--- src/rtl/vidas_ctrl.sv ---
// Lives manager for the HUD: counts lives, runs the post-hit invulnerability
// window with a ship blink flag, and flags game over when lives run out.
module vidas_ctrl #(
    parameter int MAX_LIVES    = 7,
    parameter int START_LIVES  = 3,
    parameter int INV_FRAMES   = 120,
    parameter int BLINK_FRAMES = 8
) (
    input  logic       clk,
    input  logic       rst_n,
    input  logic       start,
    input  logic       hit,
    input  logic       bonus,
    input  logic       frame_tick,
    output logic [2:0] vidas,
    output logic       game_over,
    output logic       invuln,
    output logic       blink,
    output logic       hit_ack
);

    localparam int INV_W = $clog2(INV_FRAMES + 1);
    localparam int BLK_W = $clog2(BLINK_FRAMES + 1);

    localparam logic [2:0]       MAX_V    = 3'(MAX_LIVES);
    localparam logic [2:0]       START_V  = 3'(START_LIVES);
    localparam logic [INV_W-1:0] INV_LAST = INV_W'(INV_FRAMES - 1);
    localparam logic [BLK_W-1:0] BLK_LAST = BLK_W'(BLINK_FRAMES - 1);

    typedef enum logic [1:0] {
        IDLE = 2'd0,
        PLAY = 2'd1,
        INV  = 2'd2,
        OVER = 2'd3
    } state_t;

    state_t           state;
    state_t           state_nxt;
    logic             hit_q;
    logic             hit_rise;
    logic [INV_W-1:0] inv_cnt;
    logic [INV_W-1:0] inv_cnt_nxt;
    logic [BLK_W-1:0] blk_cnt;
    logic [BLK_W-1:0] blk_cnt_nxt;
    logic [2:0]       vidas_nxt;
    logic             blink_nxt;
    logic             hit_ack_nxt;
    logic             game_over_nxt;
    logic             invuln_nxt;

    // Bonus lives saturate at the ceiling instead of wrapping the 3-bit count.
    function automatic logic [2:0] sat_inc(input logic [2:0] v);
        return (v >= MAX_V) ? MAX_V : v + 3'd1;
    endfunction

    assign hit_rise = hit & ~hit_q;

    always_comb begin
        state_nxt   = state;
        vidas_nxt   = vidas;
        inv_cnt_nxt = inv_cnt;
        blk_cnt_nxt = blk_cnt;
        blink_nxt   = blink;
        hit_ack_nxt = 1'b0;

        if (start) begin
            state_nxt   = PLAY;
            vidas_nxt   = START_V;
            inv_cnt_nxt = '0;
            blk_cnt_nxt = '0;
            blink_nxt   = 1'b0;
        end else begin
            case (state)
                IDLE: begin
                end
                PLAY: begin
                    if (hit_rise) begin
                        hit_ack_nxt = 1'b1;
                        // A simultaneous bonus cancels the hit's decrement,
                        // which also rescues the last life from game over.
                        if (!bonus && vidas == 3'd1) begin
                            state_nxt = OVER;
                            vidas_nxt = 3'd0;
                        end else begin
                            state_nxt   = INV;
                            vidas_nxt   = bonus ? vidas : vidas - 3'd1;
                            inv_cnt_nxt = '0;
                            blk_cnt_nxt = '0;
                            blink_nxt   = 1'b1;
                        end
                    end else if (bonus) begin
                        vidas_nxt = sat_inc(vidas);
                    end
                end
                INV: begin
                    if (bonus) begin
                        vidas_nxt = sat_inc(vidas);
                    end
                    if (frame_tick) begin
                        if (inv_cnt == INV_LAST) begin
                            state_nxt   = PLAY;
                            blink_nxt   = 1'b0;
                            inv_cnt_nxt = '0;
                            blk_cnt_nxt = '0;
                        end else begin
                            inv_cnt_nxt = inv_cnt + INV_W'(1);
                            if (blk_cnt == BLK_LAST) begin
                                blink_nxt   = ~blink;
                                blk_cnt_nxt = '0;
                            end else begin
                                blk_cnt_nxt = blk_cnt + BLK_W'(1);
                            end
                        end
                    end
                end
                OVER: begin
                end
                default: begin
                    state_nxt = IDLE;
                end
            endcase
        end

        game_over_nxt = (state_nxt == OVER);
        invuln_nxt    = (state_nxt == INV);
    end

    always_ff @(posedge clk or negedge rst_n) begin
        if (!rst_n) begin
            state     <= IDLE;
            hit_q     <= 1'b0;
            inv_cnt   <= '0;
            blk_cnt   <= '0;
            vidas     <= 3'd0;
            blink     <= 1'b0;
            hit_ack   <= 1'b0;
            game_over <= 1'b0;
            invuln    <= 1'b0;
        end else begin
            state     <= state_nxt;
            hit_q     <= hit;
            inv_cnt   <= inv_cnt_nxt;
            blk_cnt   <= blk_cnt_nxt;
            vidas     <= vidas_nxt;
            blink     <= blink_nxt;
            hit_ack   <= hit_ack_nxt;
            game_over <= game_over_nxt;
            invuln    <= invuln_nxt;
        end
    end

endmodule

--- config.mk ---
export PLATFORM = sky130hd
export DESIGN_NAME = vidas_ctrl
export DESIGN_NICKNAME = d
export VERILOG_FILES = /design/src/rtl/vidas_ctrl.sv
export SDC_FILE = /design/constraint.sdc
export NUM_CORES = 1
export LEC_CHECK = 0
export ABC_AREA = 1
export ABC_CLOCK_PERIOD_IN_PS = 2100
export BUFFER_PORTS_ARGS = -buffer_cell sky130_fd_sc_hd__buf_2
export CAP_MARGIN = 40
export CORE_ASPECT_RATIO = 1.25
export CORE_MARGIN = 2
export CORE_UTILIZATION = 41
export DETAILED_ROUTE_END_ITERATION = 8
export HOLD_SLACK_MARGIN = 0.15
export MAX_ROUTING_LAYER = met4
export SLEW_MARGIN = 0
export SYNTH_ARGS = -nofsm -noshare
export SYNTH_HDL_FRONTEND = slang
export SYNTH_SLANG_ARGS = --single-unit
--- constraint.sdc ---
create_clock -name clk -period 2.1 [get_ports clk]
set_input_delay 0.105 -clock clk [delete_from_list [all_inputs] [get_ports clk]]
set_output_delay 0.105 -clock clk [all_outputs]
set_load 0.01 [all_outputs]
# Yosys cells after proc, flatten, opt, wreduce, memory -nomap -nowiden

Cells that the tools add are included.

$add $sub $neg: 4
Eq/ne operators: 12
Muxes and demuxes: 36
Reduce and logical (&&, ||, !) cells: 6
Magnitude comparators: 1
Bitwise logic cells: 3

Operator list:

| operator                                         | count |
|---|---|
| 2-to-1 mux 7 bit                                 | 5 |
| 2-to-1 mux 4 bit                                 | 6 |
| 2-to-1 mux 3 bit                                 | 6 |
| case mux 7 bit (2 select lines)                  | 1 |
| 2-to-1 mux 1 bit                                 | 10 |
| != test 3 bit, second input constant             | 3 |
| 2-to-1 mux 2 bit                                 | 4 |
| case mux 4 bit (2 select lines)                  | 1 |
| adder 7 x 1 -> 7 bit, second input constant      | 1 |
| == test 7 bit, second input constant             | 1 |
| == test 2 bit, second input constant             | 3 |
| case mux 3 bit (2 select lines)                  | 1 |
| != test 5 bit, second input constant             | 1 |
| AND reduction 5 bit                              | 1 |
| adder 4 x 1 -> 4 bit, second input constant      | 1 |
| == test 4 x 3 -> 1 bit, second input constant    | 1 |
| != test 4 bit, second input constant             | 1 |
| case mux 2 bit (2 select lines)                  | 1 |
| AND reduction 4 bit                              | 1 |
| adder 3 x 1 -> 3 bit, second input constant      | 1 |
| == test 3 x 1 -> 1 bit, second input constant    | 1 |
| >= comparator 3 bit, second input constant       | 1 |
| nonzero test 3 bit                               | 1 |
| subtractor 3 x 1 -> 3 bit, second input constant | 1 |
| 7 further kinds                                  | 8 |

Input bits: 6
Word-level logic and storage cells: 71
Output and inout bits: 7
Flip-flop bits (word level): 21

# Logic depth before layout (Yosys ltp)

Gate-level depths: netlist of run 1.

Depth in word-level cells: 7
Depth in mapped cells: 10
Gate-level depth less buffers: 10

# Worst setup path after synthesis of run 1

OpenSTA, ideal clock, no wires.

Path kind: reg2reg
Start point: reg state[0]
End point: reg inv_cnt[2]
Stages on the path, launching flop included: 11
Clock period less this slack: 1.404 ns
Slack: 0.696 ns
Arrival: 1.287 ns
Library setup time: 0.118 ns
Buffers on the path: 1
Data required time: 1.982 ns
Cells stage by stage: dfrtp_1 > inv_1 > ha_1 > nor2_2 > nand2_2 > nand2_2 > inv_4 > nand2_4 > buf_8 > nand2_1 > o21ai_2

Longest elaborated chain between the ends: 3
Elaborated cells between the ends (all ways): 9
Those cells by class: eq/ne (5); mux (2); reduce/logical (2)

Ends and longest elaborated chain:

| what                                                              | line | source |
|---|---|---|
| start, declared                                                   | 37   | `state_t state;` |
| start signal, assigned                                            | 140  | `state <= state_nxt;` |
| == test 2 x 1 -> 1 bit or == test 2 bit (tied branches)           | 73   | `case (state)` |
| != test 3 bit (no line) (tied with other cells)                   | -    |  |
| AND reduction 4 bit (no line) or 2-to-1 mux 7 bit (tied branches) | -    |  |
| end signal, assigned                                              | 142  | `inv_cnt <= inv_cnt_nxt;` |
| end, declared                                                     | 41   | `logic [INV_W-1:0] inv_cnt;` |

Several ways; a longest one is shown, not always the timed one.
A chain may end at the register's enable or synchronous reset.

# Final worst setup path of run 1

Start point: reg state[0]
End point: reg invuln

Longest elaborated chain between the ends: 5
Elaborated cells between the ends (all ways): 8
Those cells by class: eq/ne (3); mux (5)

Ends and longest elaborated chain:

| what                              | line | source |
|---|---|---|
| 2-to-1 mux 2 bit                  | 100  | `if (inv_cnt == INV_LAST) begin` |
| 2-to-1 mux 2 bit                  | 99   | `if (frame_tick) begin` |
| case mux 2 bit (2 select lines) * | 73   |  |
| 2-to-1 mux 2 bit *                | 66   | `if (start) begin` |
| named net state_nxt[0]            | 38   | `state_t state_nxt;` |
| == test 2 bit *                   | 125  | `invuln_nxt = (state_nxt == INV);` |
| named net invuln_nxt              | 49   | `logic invuln_nxt;` |
| end signal, assigned              | 148  | `invuln <= invuln_nxt;` |
| end, declared                     | 17   | `output logic invuln,` |

The timed path passes the listed nets; every way through them passes the cells marked *.

==> results of run 1 <==
[state kept, by name, summed over array words and instances (netlist names)]
register / count
inv_cnt: 7
blk_cnt: 4
vidas: 3
state: 2
blink: 1
game_over: 1
hit_ack: 1
hit_q: 1
invuln: 1
[layer usage]
layer | up-vias | share of wire [%] | global-route usage, % | wire (µm)
li1 | 655 | - | - | -
met1 | 562 | 47 | 21.6 | 1390
met2 | 18 | 50 | 26.8 | 1470
met3 | 2 | 2.4 | 2.19 | 71
met4 | 0 | 0.48 | 3.88 | 14
met5 | - | 0 | - | 0
[cell families after synthesis]
kind of cell	share of synthesized area [%]
flops	36.0
buf+inv	9.43
xor+xnor	1.20
simple gates	39.2
fa+ha+maj	6.86
compound gates	7.37
[final cells by class]
type	instances	area, µm²
repair buffers	14	80.1
multi-input cells	143	797
flip-flops and latches	21	526
fillers	348	1860
clock buffers	4	45.0
well taps	39	48.8
inverters	26	100
[power breakdown]
part,total (µW),switching (µW),internal [µW]
Sequential,528,65.0,463
Combinational,607,398,209
Clock,264,129,135
[final timing paths]
check                      slack (ps)  cells after the start         end
max in group asynchronous        1430                      2    vidas[0]
min in group asynchronous         330                      2  inv_cnt[0]
min reg2reg                       450                      1     hit_ack
min                               190                      2     hit_ack
max reg2reg                       500                      9      invuln
max                               500                      9      invuln
[metrics by stage]
step	worst slack [ps]	total power [µW]	cells	instance area [µm²]	hold WS, ps
after floorplan	696	1020	193	1460	-191
after global routing	364	1530	247	1600	202
after detailed placement	486	1140	241	1530	110
final	496	1400	247	1600	188
after CTS	472	1420	247	1600	177
after global placement	475	1150	241	1530	94.7
[worst max-delay path: stages (launching register included)]
cell	delay, ps
dfrtp_1	380
inv_1	70
ha_1	330
inv_2	170
nor2_1	110
nand4_1	110
o21ai_0	120
inv_1	80
nand2_1	80
nor2_1	40
[placed cells by master, fill, tap and decap left out]
cell           netlist  layout
nor3_1               1       1
dlygate4sd3_1        0       2
nor2_4               3       3
o21ai_2              4       4
o21ai_1              3       3
nor2_1              15      15
nand2_4              2       2
nand2_2              5       5
inv_4                1       1
o21bai_1             1       1
a21oi_1              4       4
clkbuf_1             0       1
buf_2                0      12
xor2_1               2       2
inv_1               20      20
nand4_1              6       6
dfrtp_1             21      21
nand3_1             25      25
o21ai_0              6       6
nor4_1               1       1
nand2_1             50      50
ha_1                 8       8
nand3_2              3       3
nor2_2               3       3
inv_2                5       5
clkbuf_8             0       3
nand3_4              1       1
==> summary.md, run 1 <==
| Metric | Value |
|---|---|
| Status | finished clean |
| RSZ-0062 raised after global routing | no |
| Nets | around 220 |
| Ys Warns | 0 |
| Post-Route Utilization | a little under half |
| CTS Sinks | 21 |
| Main area contributors after synthesis | dfrtp_1, nand2_1, nand3_1 |
| Drt initial violations | 51 |
| # setup viols final | 0 |
| Slew HR | around two thirds |
| DRC | 0 |
| Die width | between 50 and 60 µm |
| Hold path startpoint | start |
| Max rail drop VDD | around 0.00059 V |
| Antenna diodes | 0 |
| All-Layer GR Usage | roughly 16% |
| Clock Skew | 3.30 ps |
| Max-cap violations | 0 |
| Share of cells above drive strength 1 | 20.2% |
| GPL Wtd Cong | 0.803 |
| R2r startpoint | state[0] |
| Core Region | between 0.003 and 0.004 mm² |
| Routed Antenna Nets | 0 |
| Initial antenna violation count | 0 |
| Sequential area share after synthesis | between 30 and 40% |
| Crit path time final | 1600 ps |
| H-tree Lvls | 1 |
| Post-DP HPWL | roughly 2200 µm |
| Clk buf depth | 2 |
| Starting Density | about 42% |
| Final WL | between 2000 and 3000 µm |
| Post-Syn Nets | roughly 210 |
| DRT Pass-1 Iters | 6 |
| Commonest cells post-synth | nand2_1, nand3_1, dfrtp_1 |
| Area Overhead vs Synth | 9.34% |
| CTS tree | done |
| Setup TNS | 0 ps |
| Max Freq | around 620 MHz |
| Synth unique cells | 25 |
| Synth Register Bits | 21 |
| Cts hold-fix bufs | 2 |
| Worst Max-Slew Pin Slew | just under 500 ps |
| Clock transition at path regs | around 70 ps |
| Most frequent cell after synthesis | nand2_1 |
| Main synth FF type | dfrtp_1 |
| Number of synthesized flops with an enable pin | 0 |
| Vias | ~1200 |
| P_leak | between 0.0008 and 0.0009 µW |
| Die height | between 70 and 80 µm |
| CTS Root Cell | clkbuf_8 |
| Slew Viols, Final | 0 |
| Pin count of the biggest net entering global routing | 22 |
| Yosys top cell by area | dfrtp_1 |
| Routed WL per cell | ~12 µm |
| PortBufs | 12 |
| Clock Latency Late Sink | about 260 ps |
| Setup Fix Bufs, Post-CTS | 0 |
| Die area | between 0.004 and 0.005 mm² |
| Synthesized area | 0.00146 mm² |
| Row count | 24 |
| Worst path arrival time | 1750 ps |
| First-pass GRT wire length | about 5200 µm |
| Startpoint Class | register |
| Peak fanout along the critical path | 9 |
| Syn Inst Count | roughly 190 |
| Syn_area_per_cell | around 7.6 µm² |
| Power Dens Cells | 877 mW/mm² |
| Vias per Instance | between 5 and 6 |
| Critical path type | register to register |
| CTS resizes | 0 |
| Vias in the first global route | 1150 |
| CP endpoint kind | register |
| Count of final hold-check violations | 0 |
| Number of buffers created by CTS | 3 |
| Hold Path Class | primary input to register |
| Top cell type's share of synthesized area | a little over a third |
| Ys async rst share | 100% |
| Period utilization | about three quarters |
| Total grt overflow | 0 |
| IO Pins | 13 |
| Required time worst endpoint | 2250 ps |
| Worst Setup SP | state[0] |
No activity file was read; power rests on OpenSTA's default activity.
==> inputs of run 2 (changes only) <==
ABC_CLOCK_PERIOD_IN_PS = 1500   (was 2100)
clock period = 1.5 ns   (was 2.1 ns; I/O delays follow)
==> summary.md, run 2 (same netlist as run 1, synthesis figures left out) <==
| Metric | Value |
|---|---|
| Vias | 1312 (+6.1%) |
| Final Instance Area | 0.00182 mm² (+14%) |
| First-pass GRT wire length | 5360 µm (+3.1%) |
| Die height | 70.7 µm (unchanged) |
| Pin count of the biggest net entering global routing | 22 (unchanged) |
| Non-Filler Instances | 264 (+6.9%) |
| Initial antenna violation count | 0 (unchanged) |
| Wl on met1 | 1420 µm (+2.6%) |
| All-Layer GR Usage | 17.4% (+1.0 points) |
| Highest-count cells in the layout ignoring fill and taps | nand2_1, nand3_1, dfrtp_1 |
| Status | finished clean |
| DRT Pass-1 Iters | 4 (-2) |
| IO Pins | 13 (unchanged) |
| CTS Root Cell | clkbuf_8 |
| Antenna diodes | 0 (unchanged) |
| Commonest non-fill, non-tap cell in the layout | nand2_1 |
| Max-cap violations | 0 (unchanged) |
| Hold Path Class | primary input to register |
| # setup viols final | 0 (unchanged) |
| WL met3 | 93 µm (+31%) |
| Post-Route Utilization | 52.6% (+6.3 points) |
| Nets | 240 (+7.6%) |
| Slew HR | 67.5% (-0.18 points) |
| Peak fanout along the critical path | 7 (-2) |
| Count of final hold-check violations | 0 (unchanged) |
| Max Used Layer | met4 |
| R2r startpoint | vidas[0] |
| Drt initial violations | 78 (+53%) |
| Power Dens Cells | 1300 mW/mm² (+48%) |
| Row count | 24 (unchanged) |
| Required time worst endpoint | 1660 ps (-590 ps) |
| CP Buf/Inv Count | 0 (-3) |
| Max Freq | 687 MHz (+10%) |
| Period utilization | 97.1% (+21 points) |
| Hold path startpoint | frame_tick |
| Post-DP HPWL | 2300 µm (+2.4%) |
| Pwr Total | 2350 µW (+68%) |
| Inst Count DP | 254 (+5.4%) |
| Clock Latency Late Sink | 270 ps (about the same) |
| Slew Viols, Final | 0 (unchanged) |
| CP max stage delay | 470 ps (+90 ps) |
| Routed Antenna Nets | 0 (unchanged) |
| Number of buffers created by CTS | 3 (unchanged) |
| Vias per Instance | 4.97 (-0.77%) |
| R2R depth | 6 (-3) |
| Worst path arrival time | 1620 ps (-130 ps) |
| CTS Sinks | 21 (unchanged) |
| Clock transition at path regs | 80 ps (about the same) |
| Top Family by Delay on Critical Path | adder cells |
| CP endpoint kind | register |
| Core Region | 0.00345 mm² (unchanged) |
| Final setup margin | 44.1 ps (-452 ps) |
| Area Overhead vs Synth | 24.3% |
| Startpoint Class | register |
| DRC | 0 (unchanged) |
| Vias in the first global route | 1201 (+4.4%) |
| Worst Max-Slew Pin Slew | 488 ps (+2.74 ps) |
| Share of cells above drive strength 1 | 30.7% (+10 points) |
| Die area | 0.00406 mm² (unchanged) |
| Max rail drop VDD | 0.000847 V (+43%) |
| Regs by FF count | inv_cnt (7), blk_cnt (4), vidas (3) |
| Slowest-stage cell, CP | dfrtp_2 |
| FF-to-FF End | vidas[2] |
| Hold Crit Endpoint | game_over |
| P_leak | 0.000886 µW (+9.9%) |
| Hold depth | 5 (+3) |
| PortBufs | 12 (unchanged) |
| CTS tree | done |
| Starting Density | 42.3% (unchanged) |
| Total grt overflow | 0 (unchanged) |
| Crit path time final | 1460 ps (-148 ps) |
| Cells along the critical path | ha_1 > ha_1 > nor3_1 > o21ai_1 > nand2_1 > nand2_1 |
| Dpl cell area | 0.00163 mm² (+6.4%) |
| Final WL | 3170 µm (+7.7%) |
| Clock Skew | 3.97 ps (+0.671 ps) |
| Die width | 57.4 µm (unchanged) |
| Max FFs per register | 7 (unchanged) |
| WL met2 | 1590 µm (+8.4%) |
| FILL cells | 319 (-8.3%) |
| Critical path type | register to register |
| Place WS | 1.68 ps (-484 ps) |
| GPL Wtd Cong | 0.856 (+6.6%) |
| R2r setup slk | 40 ps (-450 ps) |
| H-tree Lvls | 1 (unchanged) |
| Largest Register | inv_cnt |
| Clk buf depth | 2 (unchanged) |
| Routed WL per cell | 12.0 µm (+0.75%) |
[run 2: how the worst max path moves through the flow]
| stage | slack, ps | start | cells past startpoint | endpoint |
|---|---|---|---|---|
| 6_report | 40 | vidas[0] | 6 | vidas[2] |
| 5_1_grt | -30 | vidas[0] | 8 | vidas[2] |
| 4_1_cts | 30 | state[0] | 10 | blk_cnt[3] |
| 3_5_place_dp | 2 | state[0] | 10 | inv_cnt[5] |
| 3_3_place_gp | 50 | state[0] | 10 | inv_cnt[6] |
| 2_1_floorplan | 100 | state[0] | 10 | inv_cnt[2] |
[run 2: worst min-delay path, delay by kind of cell]
family / cells / cell delay, ps
buffers and inverters: 2 / 180
AOI/OAI and AO/OA: 2 / 130
and+or+nand+nor: 1 / 90
[run 2: through the flow]
step | setup TNS (ps) | hold WS [ps]
global placement | 0 | 70.3
detailed placement | 0 | 69.8
finish | 0 | 238
global route | -74.3 | 260
CTS | 0 | 260
floorplan | 0 | -221
[run 2: layout make-up]
| class | instances | area [µm²] | share of cell area (%) |
|---|---|---|---|
| multi-input combinational | 143 | 881 | 48.5 |
| clock buffer | 4 | 45.0 | 2.48 |
| sequential | 21 | 527 | 29.0 |
| tap | 39 | 48.8 | 2.69 |
| inverter | 26 | 100 | 5.51 |
| timing repair buffer | 31 | 214 | 11.8 |
[run 2: what timing repair did]
action,in CTS,in global routing
setup endpoints to repair,1,14
endpoints found under the hold margin,23,0
resized for setup,1,21
pin swaps,0,5
hold buffers,3,0
buffers inserted,0,3
[run 2: metal layers]
layer  vias up  track usage [%]
met4         0             6.98
li1        688                -
met1       600             21.5
met2        19             27.9
met5         -                -
met3         5             3.29
[run 2: power breakdown]
group	switching, µW	total (µW)	internal [µW]
registers	110	761	651
clock network	189	379	190
logic	681	1210	533
total	981	2350	1370
==> inputs of run 3 (changes only) <==
RECOVER_POWER = 100   (was unset)
==> summary.md, run 3 (same netlist as run 1, synthesis figures left out) <==
| Metric | Value |
|---|---|
| Status | finished clean |
| Die width | 57.4 µm (unchanged) |
| Initial antenna violation count | 0 (unchanged) |
| Clock Skew | 3.82 ps (-0.157 ps) |
| CP max stage delay | 470 ps (about the same) |
| Regs by FF count | inv_cnt (7), blk_cnt (4), vidas (3) |
| Period utilization | 97.0% (about the same) |
| R2R depth | 6 (unchanged) |
| Slowest-stage cell, CP | dfrtp_2 |
| Nets | 240 (unchanged) |
| CTS Sinks | 21 (unchanged) |
| Hold Path Class | primary input to register |
| Core Region | 0.00345 mm² (unchanged) |
| Crit path time final | 1460 ps (-0.251 ps) |
| Row count | 24 (unchanged) |
| R2r startpoint | vidas[0] |
| Worst path arrival time | 1620 ps (about the same) |
| CTS tree | done |
| FF-to-FF End | vidas[2] |
| Clk buf depth | 2 (unchanged) |
| Worst Max-Slew Pin Slew | 541 ps (+52.6 ps) |
| Slew Viols, Final | 0 (unchanged) |
| IO Pins | 13 (unchanged) |
| Peak fanout along the critical path | 7 (unchanged) |
| Critical path type | register to register |
| Cells along the critical path | ha_1 > ha_1 > nor3_1 > o21ai_1 > nand2_1 > nand2_1 |
| FILL cells | 323 (+1.3%) |
| Starting Density | 42.3% (unchanged) |
| Share of cells above drive strength 1 | 28.0% (-2.7 points) |
| Highest-count cells in the layout ignoring fill and taps | nand2_1, nand3_1, dfrtp_1 |
| DRC | 0 (unchanged) |
| P_leak | 0.000864 µW (-2.4%) |
| Vias per Instance | 4.96 (-0.23%) |
| Area Overhead vs Synth | 23.8% |
| Worst Setup SP | vidas[0] |
| Drt initial violations | 78 (unchanged) |
| Startpoint Class | register |
| Final WL | 3160 µm (-0.16%) |
| Clock transition at path regs | 80 ps (about the same) |
| H-tree Lvls | 1 (unchanged) |
| PortBufs | 12 (unchanged) |
| Pin count of the biggest net entering global routing | 22 (unchanged) |
| CTS Root Cell | clkbuf_8 |
| DRT Pass-1 Iters | 4 (unchanged) |
| Non-Filler Instances | 264 (unchanged) |
| Post-DP HPWL | 2300 µm (unchanged) |
| Die height | 70.7 µm (unchanged) |
| R2r setup slk | 40 ps (about the same) |
| # setup viols final | 0 (unchanged) |
| Max-cap violations | 0 (unchanged) |
| All-Layer GR Usage | 17.4% (unchanged) |
| Worst setup path end | vidas[2] |
| Die area | 0.00406 mm² (unchanged) |
| Count of final hold-check violations | 0 (unchanged) |
| CP endpoint kind | register |
| Worst path depth | 6 (unchanged) |
| Inst Count DP | 254 (unchanged) |
| Commonest non-fill, non-tap cell in the layout | nand2_1 |
| Vias in the first global route | 1201 (unchanged) |
| CP Buf/Inv Count | 0 (unchanged) |
| Routed Antenna Nets | 0 (unchanged) |
| GPL Wtd Cong | 0.856 (unchanged) |
| Max rail drop VDD | 0.000847 V (about the same) |
| Setup TNS | 0 ps (unchanged) |
| Required time worst endpoint | 1660 ps (about the same) |
| Max Freq | 687 MHz (about the same) |
| Largest Register | inv_cnt |
| Slew HR | 64.0% (-3.5 points) |
| Number of buffers created by CTS | 3 (unchanged) |
| Vias | 1309 (-0.23%) |
| Power Dens Cells | 1300 mW/mm² (about the same) |
| Routed WL per cell | 12.0 µm (-0.16%) |
| First-pass GRT wire length | 5360 µm (unchanged) |
| Top Family by Delay on Critical Path | adder cells |
| Clock Latency Late Sink | 270 ps (about the same) |
| Antenna diodes | 0 (unchanged) |
| Total grt overflow | 0 (unchanged) |
| Max FFs per register | 7 (unchanged) |
==> run 3: cell types whose count changed in the layout (fill, tap and decap cells not counted) <==
cell / change
clkbuf_2: +1
buf_2: -7
clkbuf_1: +6
==> run 3: per-stage QoR <==
step / total power [µW] / instance area, µm² / util, % / worst slack [ps] / hold slack, ps
6_report: 2340 / 1810 / 52.4 / 44.4 / 238
5_1_grt: 2540 / 1810 / 52.4 / -31.3 / 260
4_1_cts: 2140 / 1710 / 49.6 / 30.2 / 260
3_5_place_dp: 1730 / 1630 / 47.2 / 1.68 / 69.8
3_3_place_gp: 1730 / 1630 / 47.2 / 49.7 / 70.3
2_1_floorplan: 1430 / 1460 / - / 95.6 / -221
==> run 3: power by group <==
group	total (µW)	switching [µW]	internal, µW
registers	763	112	651
logic	1200	681	520
clock network	379	189	190
total	2340	982	1360
==> run 3: tightest hold or removal path: stages <==
cell	delay, ps
buf_2	110
nand4_1	90
o21ai_1	70
inv_1	70
a21oi_1	60
==> run 3: worst min path at each step <==
stage | start | endpoint | slack (ps) | cells after the start
after global routing | frame_tick | game_over | 260 | 5
after CTS | bonus | vidas[0] | 260 | 6
after global placement | rst_n | inv_cnt[1] | 70 | 1
final | frame_tick | game_over | 240 | 5
after detailed placement | rst_n | blk_cnt[1] | 70 | 1
after floorplan | rst_n | blink | -220 | 0
==> run 3: layer usage <==
layer  vias to the layer above  routed length (µm)  global-route usage [%]  part of all wire (%)
met2                        15                1590                    27.9                    50
met1                       599                1450                    21.5                    46
met3                         5                  65                    3.29                   2.1
met5                         -                   0                       -                     0
met4                         0                  57                    6.98                   1.8
li1                        690                   -                       -                     -
==> run 3: layout make-up <==
type	instances	area (µm²)	area share (%)
tap	39	48.8	2.70
clock buffer	4	45.0	2.49
multi-input combinational	143	881	48.7
timing repair buffer	31	206	11.4
sequential	21	527	29.1
inverter	26	100	5.54
==> run 3: repair_timing <==
| action | in CTS | in global routing |
|---|---|---|
| pin swaps | 0 | 5 |
| endpoints found under the setup margin | 1 | 14 |
| gates resized for setup | 1 | 21 |
| buffers inserted | 0 | 3 |
| endpoints found under the hold margin | 23 | 0 |
| hold buffers | 3 | 0 |
